===== config.mk =====
export PLATFORM = sky130hd
export DESIGN_NAME = mem_copy_ctrl
export DESIGN_NICKNAME = d
export VERILOG_FILES = /design/src/rtl/mem_copy_ctrl_pkg.sv /design/src/rtl/mem_copy_ctrl.sv
export SDC_FILE = /design/constraint.sdc
export NUM_CORES = 1
export LEC_CHECK = 0
export BUFFER_PORTS_ARGS = -buffer_cell sky130_fd_sc_hd__buf_2
export CORE_MARGIN = 1
export CORE_UTILIZATION = 45
export CTS_BUF_LIST = sky130_fd_sc_hd__clkbuf_4
export DETAILED_ROUTE_END_ITERATION = 8
export PLACE_DENSITY = 0.78
export SETUP_SLACK_MARGIN = 0.2
export SKIP_CTS_REPAIR_TIMING = 1
export SLEW_MARGIN = 20
export SYNTH_ARGS = -nofsm -noshare
export SYNTH_HDL_FRONTEND = slang
export SYNTH_SLANG_ARGS = --single-unit

===== constraint.sdc =====
create_clock -name clk -period 6.2 [get_ports clk]
set_input_delay 1.24 -clock clk [delete_from_list [all_inputs] [get_ports clk]]
set_output_delay 1.24 -clock clk [all_outputs]
set_load 0.005 [all_outputs]

===== src/rtl/mem_copy_ctrl_pkg.sv =====
// -----------------------------------------------------------------------------
// mem_copy_ctrl_pkg
// Shared definitions for the ROM-to-SRAM block-copy engine.
//   - state_t      : FSM state encoding (IDLE / READ / WRITE / DONE)
//   - ROM_REGION   : region code driven on mem_addr[6:5] for reads
//   - SRAM_REGION  : region code driven on mem_addr[6:5] for writes
//   - MAX_LEN      : largest legal copy length (one full bank)
//   - field widths of the 7-bit memory address {region, bank, offset}
//   - len_legal()  : start-command length check
//   - make_addr()  : memory address assembly
// -----------------------------------------------------------------------------
package mem_copy_ctrl_pkg;

    typedef enum logic [1:0] {
        ST_IDLE  = 2'd0,
        ST_READ  = 2'd1,
        ST_WRITE = 2'd2,
        ST_DONE  = 2'd3
    } state_t;

    localparam int REGION_W    = 2;
    // Bank index width on the command interface.
    localparam int BANK_W      = 3;
    // Bank field width inside the 7-bit address; the command index is
    // truncated to this many low bits.
    localparam int ADDR_BANK_W = 2;
    localparam int OFF_W       = 3;
    localparam int ADDR_W      = REGION_W + ADDR_BANK_W + OFF_W;
    localparam int DATA_W      = 8;
    localparam int LEN_W       = 4;

    localparam logic [REGION_W-1:0] ROM_REGION  = 2'b00;
    localparam logic [REGION_W-1:0] SRAM_REGION = 2'b10;
    localparam logic [LEN_W-1:0]    MAX_LEN     = 4'd8;

    // A copy must move at least one byte and never more than one bank.
    function automatic logic len_legal(input logic [LEN_W-1:0] l);
        return (l != 4'd0) && (l <= MAX_LEN);
    endfunction

    // Assemble {region, bank, offset}.
    function automatic logic [ADDR_W-1:0] make_addr(
        input logic [REGION_W-1:0]    region,
        input logic [ADDR_BANK_W-1:0] bank,
        input logic [OFF_W-1:0]       off
    );
        return {region, bank, off};
    endfunction

endpackage


===== src/rtl/mem_copy_ctrl.sv =====
// -----------------------------------------------------------------------------
// mem_copy_ctrl
// Block-copy engine in front of the 128-entry ROM/SRAM memory map. A legal
// start copies len consecutive bytes from a ROM bank into an SRAM bank, one
// READ cycle followed by one WRITE cycle per byte, and reports the modulo-256
// sum of the bytes written.
//
// Ports:
//   clk       in   1  system clock, rising edge
//   rst_n     in   1  asynchronous active-low reset
//   start     in   1  copy request, sampled only while idle
//   src_bank  in   3  ROM bank index (low 2 bits reach mem_addr[4:3])
//   dst_bank  in   3  SRAM bank index (low 2 bits reach mem_addr[4:3])
//   len       in   4  bytes to copy, legal 1..MAX_LEN
//   mem_dout  in   8  memory read data, combinational on mem_addr
//   mem_addr  out  7  memory address {region, bank, offset}
//   mem_we    out  1  memory write enable
//   mem_din   out  8  memory write data
//   busy      out  1  high during READ and WRITE
//   done      out  1  one-cycle pulse at copy completion
//   err       out  1  one-cycle pulse when a start is rejected
//   checksum  out  8  running modulo-256 sum of bytes written
// -----------------------------------------------------------------------------
module mem_copy_ctrl
    import mem_copy_ctrl_pkg::*;
(
    input  logic                clk,
    input  logic                rst_n,
    input  logic                start,
    input  logic [BANK_W-1:0]   src_bank,
    input  logic [BANK_W-1:0]   dst_bank,
    input  logic [LEN_W-1:0]    len,
    input  logic [DATA_W-1:0]   mem_dout,
    output logic [ADDR_W-1:0]   mem_addr,
    output logic                mem_we,
    output logic [DATA_W-1:0]   mem_din,
    output logic                busy,
    output logic                done,
    output logic                err,
    output logic [DATA_W-1:0]   checksum
);

    state_t                 state_r;
    logic [ADDR_BANK_W-1:0] src_r;
    logic [ADDR_BANK_W-1:0] dst_r;
    logic [LEN_W-1:0]       len_r;
    logic [OFF_W-1:0]       off_r;
    logic [DATA_W-1:0]      data_r;
    logic                   last_s;
    logic                   unused_bank_bits_s;

    // The address has only a 2-bit bank field; the top bank bit is dropped.
    assign unused_bank_bits_s = src_bank[2] ^ dst_bank[2];

    // The byte being written is the final one of this copy.
    assign last_s = ({1'b0, off_r} == (len_r - 4'd1));

    // Copy FSM with datapath registers; every output is assigned here so the
    // memory port and status flags change only on the clock edge.
    always_ff @(posedge clk or negedge rst_n) begin
        if (!rst_n) begin
            state_r  <= ST_IDLE;
            src_r    <= 2'd0;
            dst_r    <= 2'd0;
            len_r    <= 4'd0;
            off_r    <= 3'd0;
            data_r   <= 8'd0;
            mem_addr <= 7'd0;
            mem_we   <= 1'b0;
            mem_din  <= 8'd0;
            busy     <= 1'b0;
            done     <= 1'b0;
            err      <= 1'b0;
            checksum <= 8'd0;
        end else begin
            // Pulses last exactly one cycle unless re-asserted below.
            done <= 1'b0;
            err  <= 1'b0;
            case (state_r)
                ST_IDLE: begin
                    if (start) begin
                        if (len_legal(len)) begin
                            src_r    <= src_bank[1:0];
                            dst_r    <= dst_bank[1:0];
                            len_r    <= len;
                            off_r    <= 3'd0;
                            checksum <= 8'd0;
                            // Present the first ROM address for the READ cycle.
                            mem_addr <= make_addr(ROM_REGION, src_bank[1:0], 3'd0);
                            mem_we   <= 1'b0;
                            busy     <= 1'b1;
                            state_r  <= ST_READ;
                        end else begin
                            // Rejected: no memory access, checksum untouched.
                            err     <= 1'b1;
                            state_r <= ST_IDLE;
                        end
                    end else begin
                        state_r <= ST_IDLE;
                    end
                end

                ST_READ: begin
                    // mem_dout reflects the ROM address presented this cycle.
                    data_r   <= mem_dout;
                    mem_din  <= mem_dout;
                    mem_addr <= make_addr(SRAM_REGION, dst_r, off_r);
                    mem_we   <= 1'b1;
                    busy     <= 1'b1;
                    state_r  <= ST_WRITE;
                end

                ST_WRITE: begin
                    // The memory captures mem_din on this same edge.
                    checksum <= checksum + data_r;
                    off_r    <= off_r + 3'd1;
                    mem_we   <= 1'b0;
                    if (last_s) begin
                        busy    <= 1'b0;
                        done    <= 1'b1;
                        state_r <= ST_DONE;
                    end else begin
                        mem_addr <= make_addr(ROM_REGION, src_r, off_r + 3'd1);
                        busy     <= 1'b1;
                        state_r  <= ST_READ;
                    end
                end

                ST_DONE: begin
                    // Starts arriving here are ignored; the checksum holds.
                    mem_we  <= 1'b0;
                    busy    <= 1'b0;
                    state_r <= ST_IDLE;
                end

                default: begin
                    mem_we  <= 1'b0;
                    busy    <= 1'b0;
                    state_r <= ST_IDLE;
                end
            endcase
        end
    end

endmodule


==> impl_results.rst <==
.. list-table::
   :header-rows: 1

   * - Metric
     - Value
   * - Run status
     - finished clean
   * - Number of maximum-capacitance violations
     - 0
   * - Number of DRC violations after detailed-routing iteration 0
     - 63
   * - Share of the cycle needed by the critical path after routing
     - about 43%
   * - Port-buffer cells
     - 44
   * - Post-synth top area share
     - between 40% and 50%
   * - Max-slew violation count
     - 0
   * - Most used cells in the layout excluding fill and tap cells
     - 44 x buf_2, 39 x dfrtp_1, 16 x nand2_1
   * - Slew at the pin closest to its max-slew limit
     - between 0.8 and 0.9 ns
   * - Pin count of the biggest net entering global routing
     - 40
   * - Vias per std cell
     - approximately 5.5
   * - First-pass GRT wire length
     - between 6000 and 7000 um
   * - Clock skew after layout
     - ~0.011 ns
   * - Number of antenna diodes
     - 0
   * - TritonCTS buffer count
     - 5
   * - Count of flip-flops with a built-in enable after synthesis
     - 0
   * - Upper clock frequency limit
     - ~380 MHz
   * - Post-synth ARST share
     - 100.0%
   * - Placeable Area
     - 4384 sq um
   * - Per-cell routed wire length
     - 14.66 um
   * - Horizontal die dimension
     - between 60 and 70 um
   * - Global route total overflow
     - 0
   * - Most area-hungry cell type in the Yosys netlist
     - dfrtp_1
   * - Cell area after synthesis
     - 2067 sq um
   * - Drc violations
     - 0
   * - Net count, final
     - about 260
   * - Placer congestion estimate
     - between 0.8 and 0.9
   * - Data arrival time of the critical path
     - about 2.9 ns
   * - Share of post-route cells with drive strength above 1
     - roughly a third
   * - Number of failing setup endpoints in the final timing report
     - 0
   * - Sequential cell area fraction in the yosys report
     - a little under half
   * - Cell Pwr Density
     - 506.7 nW/um^2
   * - Buffer cell driving the clock tree root
     - clkbuf_4
   * - Worst setup path category
     - in2reg
   * - Final Critical Period
     - 2.636 ns
   * - RSZ-0062 raised after global routing
     - false
   * - Global-route total usage across every layer
     - approximately 18%
   * - Launching element type of the critical path
     - primary input
   * - Critical path fanouts, max
     - 9
   * - Overall power
     - 0.001199 W
   * - Synth Net Count
     - between 200 and 250
   * - Class of the most critical hold timing path
     - reg2reg
   * - Distinct cell type count after synthesis
     - between 40 and 50
   * - Initial antenna violation count
     - 0
   * - Top Ports
     - 48
   * - Post-place setup slack
     - 3.201 ns
   * - Detailed-route via count
     - between 1,500 and 2,000
   * - Die area
     - slightly below 5000 sq um
   * - HPWL after detailed placement
     - roughly 3000 um
   * - Antenna Violating Nets Remaining
     - 0
   * - Total routed wirelength
     - ~4000 um
   * - Top cells by area in the synthesized netlist
     - dfrtp_1 47%, ha_1 7.9%, mux2_2 7.6%
   * - Synth-to-layout area growth
     - 14.53%
   * - Most common cell after layout, fill and taps aside
     - buf_2
   * - Vertical die dimension
     - around 70 um
   * - Synth warnings
     - 0
   * - Critical Path RT
     - 6.43 ns
   * - CTS H-Tree Depth
     - 2
   * - Synthesized area divided by synthesized cell count
     - about 12 sq um
   * - Clock latency on the worst-skew pair
     - roughly 0.35 ns
   * - Cell Rows
     - 24
   * - Static leakage power
     - around 1.2 nW
   * - Via count of the first global-routing pass
     - around 1,500
   * - Drt first pass iters
     - 4
   * - Hold violation count in the final report
     - 0
   * - Post-CTS clock slew at the launch and capture registers of the worst setup and hold paths
     - 0.11 ns
   * - Flops & latches, synth
     - 39
   * - Sum Neg Setup Slack
     - 0 ns
   * - Initial Utilization
     - between 40 and 50%
   * - TritonCTS clock tree
     - built
   * - Most instantiated flip-flop cell in the synthesis netlist
     - dfrtp_1
   * - Cell count after synthesis
     - roughly 180
   * - Worst Setup End Kind
     - flop
   * - Maximum VDD drop
     - between 200 and 250 uV
   * - Clock sinks
     - 39
   * - Headroom to the max-slew limit
     - between 40% and 50%
   * - Clk buf depth
     - 2
   * - Post-route setup slack
     - ~3.6 ns
   * - Final worst hold slack
     - between 0.5 and 0.6 ns
==> report_power, final <==
group	internal (W)	switching, W
sequential	0.000361	0.0000832
combinational	0.000313	0.000319
clock	0.0000448	0.0000782
==> through the flow <==
stage | instances | cell area (sq um) | utilization [%]
2_1_floorplan | 177 | 2067 | -
3_3_place_gp | 269 | 2322 | 52.97
3_5_place_dp | 269 | 2322 | 52.97
4_1_cts | 275 | 2367 | 54.00
5_1_grt | 275 | 2367 | 54.00
6_report | 275 | 2367 | 54.00
==> cell type report <==
cell class	instances	area, sq um
clock buffers	6	45.04
fillers	390	2017
inverters	8	30.03
multi-input cells	126	1031
flip-flops and latches	39	975.9
well taps	52	65.06
repair buffers	44	220.2
==> sequential cells by signal, summed over array words and instances (netlist names) <==
name and cells:
off_r 3, len_r 4, busy 1, state_r 2, done 1, mem_addr 6, mem_we 1, dst_r 2
err 1, checksum 8, data_r 8, src_r 2
==> final timing paths <==
kind / startpoint / end / slack (ns) / cells past startpoint
hold / removal: mem_addr[2]$_DFFE_PN0P_ / mem_addr[2]$_DFFE_PN0P_ / 0.51 / 1
max in group asynchronous: rst_n / state_r[1]$_DFF_PN0_ / 4.68 / 1
setup / recovery: len[1] / mem_addr[6]$_DFFE_PN0P_ / 3.56 / 5
min in group asynchronous: rst_n / err$_DFF_PN0_ / 0.99 / 1
hold reg to reg: mem_addr[2]$_DFFE_PN0P_ / mem_addr[2]$_DFFE_PN0P_ / 0.51 / 1
setup reg to reg: data_r[0]$_DFFE_PN0P_ / checksum[6]$_DFFE_PN0P_ / 4.00 / 7
==> routing by layer <==
layer	GRT usage, %	vias to the layer above	part of all wire (%)
met4	6.000	0	1.5
met3	4.360	5	4.3
met5	0	-	0
met1	22.23	739	44
li1	-	739	-
met2	30.56	37	51
==> synth_stat cells, types with 2 or more instances <==
library cell and instances:
a21o_1 2, a21oi_1 8, a22o_1 5, a22oi_1 2, a32o_1 2, and2_1 3, buf_4 2, dfrtp_1 39
ha_1 13, inv_1 7, mux2_2 14, mux2_4 5, nand2_1 16, nand2b_1 2, nand3_1 2, nor2_1 7
nor3_1 2, nor3_2 2, o21ai_0 11, o31ai_1 3, xnor2_1 4, xor2_1 6
==> worst max-delay path, cell delays in order <==
cell and delay (ns):
buf_2 0.13, or4_4 0.55, a31oi_4 0.38, or3_1 0.23, mux2_1 0.34
==> cells by family (layout without fill, tap and decap cells) <==
group	Yosys count	count (layout)	share of synthesized area [%]
AO/OA/AOI/OAI	44	44	15.80
XOR/XNOR	10	10	4.237
adder cells (fa/ha/maj)	14	14	8.838
buffers and inverters	12	58	2.905
flip-flops	39	39	47.22
multiplexers	20	20	11.80
other	1	1	0.1814
AND/OR/NAND/NOR	37	37	9.020
Power figures use the tool's default switching activity.
